## src/rtl/sram_arbiter_pkg.sv

```systemverilog
// Shared encodings for the SRAM port arbiter: FSM states, access owner,
// default access length and the bus enable constants.
package sram_arbiter_pkg;

  typedef enum logic [1:0] {
    ST_IDLE = 2'd0,
    ST_BUSY = 2'd1,
    ST_DONE = 2'd2
  } state_e;

  typedef enum logic {
    OWN_INST = 1'b0,
    OWN_DATA = 1'b1
  } owner_e;

  localparam int unsigned WAIT_CYCLES_DEF = 2;

  localparam logic       CHIP_ENABLE   = 1'b1;
  localparam logic       CHIP_DISABLE  = 1'b0;
  localparam logic       WRITE_ENABLE  = 1'b1;
  localparam logic       WRITE_DISABLE = 1'b0;
  localparam logic [3:0] SEL_WORD      = 4'b1111;

endpackage

```

## src/rtl/sram_arbiter.sv

```systemverilog
// Time-shares one external SRAM port between instruction fetch and data access.
// One fixed-length access at a time, data wins ties, stall held until all pending ports are served.
module sram_arbiter
  import sram_arbiter_pkg::*;
#(
  parameter int unsigned WAIT_CYCLES = WAIT_CYCLES_DEF
) (
  input  logic        clk,
  input  logic        rst,
  input  logic        inst_ce_i,
  input  logic [31:0] inst_addr_i,
  output logic [31:0] inst_data_o,
  output logic        inst_ack_o,
  input  logic        data_ce_i,
  input  logic        data_we_i,
  input  logic [3:0]  data_sel_i,
  input  logic [31:0] data_addr_i,
  input  logic [31:0] data_wdata_i,
  output logic [31:0] data_rdata_o,
  output logic        data_ack_o,
  output logic        stallreq_o,
  output logic        bus_ce_o,
  output logic        bus_we_o,
  output logic [3:0]  bus_sel_o,
  output logic [31:0] bus_addr_o,
  output logic [31:0] bus_wdata_o,
  input  logic [31:0] bus_rdata_i
);

  state_e      state_q, state_d;
  owner_e      owner_q, owner_d;
  logic [3:0]  cnt_q, cnt_d;
  logic        served_inst_q, served_inst_d;
  logic        served_data_q, served_data_d;
  logic        we_q, we_d;
  logic [3:0]  sel_q, sel_d;
  logic [31:0] addr_q, addr_d;
  logic [31:0] wdata_q, wdata_d;
  logic [31:0] inst_data_q, inst_data_d;
  logic [31:0] data_rdata_q, data_rdata_d;

  logic pend_i, pend_d;
  logic done_inst, done_data;
  logic busy;

  assign pend_i    = inst_ce_i & ~served_inst_q;
  assign pend_d    = data_ce_i & ~served_data_q;
  assign busy      = (state_q == ST_BUSY);
  assign done_inst = (state_q == ST_DONE) && (owner_q == OWN_INST);
  assign done_data = (state_q == ST_DONE) && (owner_q == OWN_DATA);

  // The port being acked is already satisfied, so it no longer holds the pipeline.
  assign stallreq_o = (pend_i & ~done_inst) | (pend_d & ~done_data);

  // Served bits stop a still-asserted request from being re-granted while the
  // pipeline is stalled; they clear on the edge where the pipeline advances.
  always_comb begin
    served_inst_d = 1'b0;
    served_data_d = 1'b0;
    if (stallreq_o) begin
      served_inst_d = served_inst_q | done_inst;
      served_data_d = served_data_q | done_data;
    end
  end

  always_comb begin
    state_d      = state_q;
    owner_d      = owner_q;
    cnt_d        = cnt_q;
    we_d         = we_q;
    sel_d        = sel_q;
    addr_d       = addr_q;
    wdata_d      = wdata_q;
    inst_data_d  = inst_data_q;
    data_rdata_d = data_rdata_q;
    case (state_q)
      ST_IDLE: begin
        if (pend_d) begin
          we_d    = data_we_i ? WRITE_ENABLE : WRITE_DISABLE;
          sel_d   = data_sel_i;
          addr_d  = data_addr_i;
          wdata_d = data_wdata_i;
          cnt_d   = 4'(WAIT_CYCLES);
          owner_d = OWN_DATA;
          state_d = ST_BUSY;
        end else if (pend_i) begin
          we_d    = WRITE_DISABLE;
          sel_d   = SEL_WORD;
          addr_d  = inst_addr_i;
          wdata_d = '0;
          cnt_d   = 4'(WAIT_CYCLES);
          owner_d = OWN_INST;
          state_d = ST_BUSY;
        end
      end
      ST_BUSY: begin
        if (cnt_q == 4'd1) begin
          if (owner_q == OWN_INST) begin
            inst_data_d = bus_rdata_i;
          end else if (!we_q) begin
            data_rdata_d = bus_rdata_i;
          end
          state_d = ST_DONE;
        end else begin
          cnt_d = cnt_q - 4'd1;
        end
      end
      ST_DONE: state_d = ST_IDLE;
      default: state_d = ST_IDLE;
    endcase
  end

  always_ff @(posedge clk) begin
    if (rst) begin
      state_q       <= ST_IDLE;
      owner_q       <= OWN_INST;
      cnt_q         <= '0;
      served_inst_q <= 1'b0;
      served_data_q <= 1'b0;
      we_q          <= 1'b0;
      sel_q         <= '0;
      addr_q        <= '0;
      wdata_q       <= '0;
      inst_data_q   <= '0;
      data_rdata_q  <= '0;
    end else begin
      state_q       <= state_d;
      owner_q       <= owner_d;
      cnt_q         <= cnt_d;
      served_inst_q <= served_inst_d;
      served_data_q <= served_data_d;
      we_q          <= we_d;
      sel_q         <= sel_d;
      addr_q        <= addr_d;
      wdata_q       <= wdata_d;
      inst_data_q   <= inst_data_d;
      data_rdata_q  <= data_rdata_d;
    end
  end

  assign bus_ce_o     = busy ? CHIP_ENABLE : CHIP_DISABLE;
  assign bus_we_o     = busy & we_q;
  assign bus_sel_o    = busy ? sel_q   : 4'b0000;
  assign bus_addr_o   = busy ? addr_q  : 32'h0;
  assign bus_wdata_o  = busy ? wdata_q : 32'h0;
  assign inst_ack_o   = done_inst;
  assign data_ack_o   = done_data;
  assign inst_data_o  = inst_data_q;
  assign data_rdata_o = data_rdata_q;

endmodule

```

## config.mk

```make
export PLATFORM = sky130hd
export DESIGN_NAME = sram_arbiter
export DESIGN_NICKNAME = d
export VERILOG_FILES = /design/src/rtl/sram_arbiter_pkg.sv /design/src/rtl/sram_arbiter.sv
export SDC_FILE = /design/constraint.sdc
export NUM_CORES = 1
export LEC_CHECK = 0
export BUFFER_PORTS_ARGS = -buffer_cell sky130_fd_sc_hd__buf_2
export CAP_MARGIN = 25
export CORE_ASPECT_RATIO = 1.4
export CORE_MARGIN = 2
export CORE_UTILIZATION = 42
export DETAILED_ROUTE_END_ITERATION = 6
export PLACE_DENSITY_LB_ADDON = 0.2
export SYNTH_ARGS = -nofsm -noshare
export SYNTH_HDL_FRONTEND = slang
export SYNTH_SLANG_ARGS = --single-unit
```

## constraint.sdc

```tcl
create_clock -name clk -period 1.95 [get_ports clk]
set_input_delay 0.0975 -clock clk [delete_from_list [all_inputs] [get_ports clk]]
set_output_delay 0.0975 -clock clk [all_outputs]
set_load 0.01 [all_outputs]
```

==> metrics, run 1 <==
status finished clean; syn nets roughly 780; drt initial violations ~160; DRT Wirelength 15500 um; Final nets approximately 1100; IO Pins 274; ratio of cells with drive above 1 in the final layout about a third; Max clock buf depth 2; largest cells by area after synthesis dfxtp_1 (51%), nand2_1 (8.7%), and2_1 (7.7%); Setup CP Type register to register; min-delay src data_addr_i[26]; average wire per standard cell approximately 13 um; flops & latches, synth ~140; RR Endpoint data_rdata_o[30]$_SDFFE_PP0P_; crit start category register; CP max FO 32; ant diodes 0; combinational power share 13.1%; fin crit share between 90% and 100%; die area approximately 14000 sq um; Worst R2R Path Depth 7; TritonCTS clock tree yes; Sum Neg Setup Slack 0 ns; Worst Skew around 0.011 ns; switching share of power 24.6%; CP Depth 7; maximum vdd drop 0.564 mV; number of port buffers between 200 and 300; Setup crit start cnt_q[1]$_SDFFE_PP0P_; post-CTS setup buffers 0; cell area after synthesis approximately 5600 sq um; FFs w/ async S/R, synth 0%; placed insts ~1100; TritonCTS Buffers 17; maximum capacitance violations 0; first-pass GRT wire length about 25000 um; reg2reg start cnt_q[1]$_SDFFE_PP0P_; Power Dens Cells 849 nW/um^2; Post-Place Setup Slack roughly 0.084 ns; row count 50; CP max-delay cell or4_4; setup violators final 0; list of most frequent post-synthesis cells dfxtp_1 (142), nand2_1 (131), and2_1 (69), a21oi_1 (67), nor2_1 (47); Vias/cell ~4.7; Crit path max-delay family simple AND/OR/NAND/NOR gates; DRC Markers 0; Clk pwr share between 40% and 50%; Worst Path Buf+Inv 2; total track usage 21.5%; Worst setup EP type register; r2r setup slk 0.12 ns; final hold violation count 0; depth of the CTS H-tree 4; antenna viol nets, final 0; synthesized instance count 642; Finished Layout Cells between 1000 and 1500; HP Class input pin to register; Clock transition at path regs ~0.060 ns; crit path DAT ~2.1 ns; slowest stage delay, CP between 0.4 and 0.5 ns; largest net degree at the start of global routing between 70 and 80; Sink Count ~140; CP endpoint data_rdata_o[30]$_SDFFE_PP0P_; Filler Cell Count 1143; GPL Wtd Cong between 0.7 and 0.8; worst slew pin tran 0.551 ns; Final Critical Period 1.83 ns; Worst-Skew Late Latency 0.41 ns; crit-path cells inv_1, ha_1, or3b_1, or4_4, buf_12, nand2_1, a21oi_1; P_int 5.45 mW; Leakage Power approximately 4 nW; Syn Area/Cell between 8 and 9 sq um; Starting Density 42.6%; Core ar. between 10000 and 15000 sq um; Rel. slew slack 63.3%; max-slew violations 0; area delta synth->final 51.3%; Chip Width about 100 um; final setup margin around 0.12 ns; sequential area share after synthesis approximately 50%; Top FF cell, synth dfxtp_1; Cell variety after synth 31; Achievable Freq ~0.55 GHz; antenna violations before repair 0; hpwl dp 10200 um; vias in the first global route ~5300; top-count cell post-synth dfxtp_1; grt ovf 0; Die Span Y about 140 um; cell at the root of the clock tree clkbuf_16; Post-Route Utilization 64.4%; RSZ-0062 raised after global routing false; leading area contributor after synthesis dfxtp_1; Yosys warning count 0; part of the power in registers a little over two fifths; via count 5500; Sw Pwr 1.77 mW; number of synthesized flops with an enable pin 0; post-layout power between 7 and 8 mW; WP data required approximately 2.2 ns; DR pass1 iterations 5; Yosys top cell area share 50.6%
## per-stage QoR
step / instance area (sq um) / hold WS [ns]
6_report: 8500 / 0.0225
5_1_grt: 8500 / 0.0263
4_1_cts: 8490 / 0.00226
3_5_place_dp: 7210 / 0.310
3_3_place_gp: 7210 / 0.307
2_1_floorplan: 5620 / 0.223
## tightest hold or removal path, cell delays in order
cell and delay (ns):
buf_2 0.09, mux2i_1 0.11, a211oi_1 0.08
## logic make-up (layout without fill, tap and decap cells)
group	count (synthesis)	in the layout	synth area share, %
xor+xnor	2	2	0.312
flops	142	142	50.6
simple gates	271	271	22.4
fa+ha+maj	2	2	0.445
buf+inv	56	396	4.41
compound gates	137	137	16.2
mux	32	32	5.70
## layout by cell type (no fill, tap or decap), types with 10 or more instances in the layout
cell type,n
a21oi_1,67
buf_2,272
mux2i_1,32
clkbuf_16,17
a211oi_1,33
dlygate4sd3_1,70
a22o_1,33
buf_4,10
dfxtp_1,142
nand2_1,131
and2_1,69
nor2_1,46
## worst min path at each step
stage,endpoint,slack (ns),depth (start not counted)
final,addr_q[26]$_SDFFE_PP0P_,0.02,3
after floorplan,wdata_q[0]$_SDFFE_PP0P_,0.22,1
after CTS,addr_q[29]$_SDFFE_PP0P_,0.002,3
after global routing,addr_q[16]$_SDFFE_PP0P_,0.03,3
after detailed placement,wdata_q[0]$_SDFFE_PP0P_,0.31,2
after global placement,wdata_q[25]$_SDFFE_PP0P_,0.31,2
## power groups by stage
stage,clock (mW),combinational (mW),sequential (mW)
after floorplan,0,0.478,3.18
after global placement,0,0.830,3.18
after detailed placement,0,0.832,3.18
after CTS,3.25,0.948,3.12
after global routing,3.35,1.05,3.14
final,3.15,0.947,3.12
## timing repair
action | CTS | global route
hold buffers | 70 | 0
gates resized for setup | 0 | 4
endpoints found under the setup margin | 0 | 63
hold endpoints to repair | 102 | 0
## routing by layer
| metal | global-route usage, % | vias to the layer above | wire, um | share of wire, % |
|---|---|---|---|---|
| met2 | 36.5 | 199 | 7870 | 51 |
| met4 | 10.2 | 0 | 522 | 3.4 |
| li1 | - | 2819 | - | - |
| met3 | 5.65 | 35 | 914 | 5.9 |
| met5 | 0 | - | 0 | 0 |
| met1 | 24.8 | 2447 | 6180 | 40 |
## final cells by class
type / count / area [sq um] / area share [%]
Sequential cell: 142 / 2840 / 33.4
Multi-Input combinational cell: 444 / 2570 / 30.2
Timing Repair Buffer: 359 / 2260 / 26.6
Clock buffer: 20 / 447 / 5.25
Tap cell: 182 / 228 / 2.68
Clock inverter: 12 / 134 / 1.57
Inverter: 5 / 18.8 / 0.221
## flip-flops by register name, summed over array words and instances, names as in the netlist, 2 cells and up
signal and cells:
sel_q 4, state_q 2, cnt_q 4, data_rdata_o 32, wdata_q 32, addr_q 32, inst_data_o 32
No activity file was read; power rests on OpenSTA's default activity.
==> run 2, diff against run 1 <==
--- a/config.mk
+++ b/config.mk
@@ -7,7 +7,6 @@
 export LEC_CHECK = 0
 export BUFFER_PORTS_ARGS = -buffer_cell sky130_fd_sc_hd__buf_2
 export CAP_MARGIN = 25
-export CORE_ASPECT_RATIO = 1.4
 export CORE_MARGIN = 2
 export CORE_UTILIZATION = 42
 export DETAILED_ROUTE_END_ITERATION = 6
==> metrics, run 2 (synthesis results as in run 1) <==
status finished clean; final setup margin 0.141 ns; Final Critical Period around 1.8 ns; Crit path max-delay family buffers and inverters; HP Class input pin to register; Worst Skew roughly 0.007 ns; crit start category register; hold_ws roughly 0.023 ns; depth of the CTS H-tree 4; IO Pins around 270; die area approximately 14000 sq um; Sink Count 142; Chip Width 120 um; CP max-delay cell dfxtp_2; TritonCTS clock tree yes; final hold violation count 0; drt initial violations just under 400; fin crit share between 90 and 100%; DRT Wirelength between 15000 and 20000 um; via count 5653; Starting Density 42.8%; total track usage roughly 23%; Power Dens Cells approximately 840 nW/um^2; DRC Markers 0; average wire per standard cell between 10 and 15 um; maximum capacitance violations 0; cell at the root of the clock tree clkbuf_16; hpwl dp between 10000 and 15000 um; most common cell after layout, fill and taps aside buf_2; crit path DAT 1.71 ns; Post-Route Utilization between 60 and 70%; Core ar. 13100 sq um; ratio of cells with drive above 1 in the final layout between 30% and 40%; post-CTS setup buffers 0; number of port buffers approximately 270; setup violators final 0; worst slew pin tran 0.577 ns; slowest stage delay, CP ~0.36 ns; WP data required roughly 1.9 ns; Worst Path Buf+Inv 3; Clock transition at path regs approximately 0.06 ns; Die Span Y between 100 and 150 um; GPL Wtd Cong between 0.7 and 0.8; ant diodes 0; TritonCTS Buffers 17; antenna viol nets, final 0; Max clock buf depth 2; area delta synth->final 51.1%; CP max FO 30; max-slew violations 0; antenna violations before repair 0; Leakage Power around 4 nW; Worst setup EP type primary output; Final nets approximately 1100; Filler Cell Count around 1200; largest net degree at the start of global routing 62; Setup CP Type register to primary output; Sum Neg Setup Slack 0 ns; Worst-Skew Late Latency roughly 0.4 ns; maximum vdd drop roughly 0.54 mV; DR pass1 iterations 4; Rel. slew slack 61.5%; first-pass GRT wire length about 26000 um; vias in the first global route about 5500; RSZ-0062 raised after global routing false; grt ovf 0; post-layout power about 7 mW; crit-path cells nand2b_1, inv_4, clkbuf_16, and2_1, buf_2; most frequent cells in the layout buf_2 (272), dfxtp_1 (140), nand2_1 (131); Post-Place Setup Slack 0.114 ns; Achievable Freq 0.553 GHz; row count 42; Vias/cell between 4 and 5
## run 2: final cells by class
class,count,area [sq um],area share [%]
flip-flops and latches,142,2850,33.5
clock inverters,11,92.6,1.09
clock buffers,21,460,5.42
repair buffers,362,2280,26.9
inverters,5,21.3,0.250
well taps,176,220,2.59
multi-input cells,444,2570,30.3
## run 2: layer usage
layer	wire length, um	track usage, %	vias to the layer above	share of wire, %
met1	7070	27.2	2610	43
met5	0	0	-	0
met4	355	9.12	0	2.2
met3	983	6.37	29	6.0
met2	7930	38.8	188	49
li1	-	-	2826	-
## run 2: worst paths after layout
check	from	endpoint	slack [ns]	cells after the start
worst max-delay path	state_q[1]$_SDFFE_PP0P_	bus_wdata_o[1]	0.14	5
worst min-delay path	data_addr_i[19]	addr_q[19]$_SDFFE_PP0P_	0.02	3
worst max register to register	cnt_q[1]$_SDFFE_PP0P_	data_rdata_o[19]$_SDFFE_PP0P_	0.14	7
worst min register to register	inst_data_o[17]$_SDFFE_PP0P_	inst_data_o[17]$_SDFFE_PP0P_	0.45	2
## run 2: per-stage QoR
step	area (sq um)	std cells
after global routing	8500	1161
after CTS	8460	1160
after detailed placement	7210	1059
final	8500	1161
after floorplan	5620	642
after global placement	7210	1059
## run 2: power breakdown
group | total (mW) | switching, mW | internal, mW
registers | 3.13 | 0.0777 | 3.05
clock network | 3.00 | 1.19 | 1.81
logic | 0.973 | 0.490 | 0.483
total | 7.11 | 1.76 | 5.34
## run 2: timing repair
item,in CTS,in global routing
hold endpoints to repair,101,0
gates resized for setup,1,4
endpoints found under the setup margin,55,61
hold buffers,69,0
cloned,0,1
## run 2: worst register-to-register path, cell delays in order, from the launching register on
cell and delay [ns]:
dfxtp_1 0.30, inv_1 0.09, ha_1 0.15, or3b_1 0.36, or4_4 0.44, buf_12 0.18, nand2_1 0.09, a21oi_1 0.06
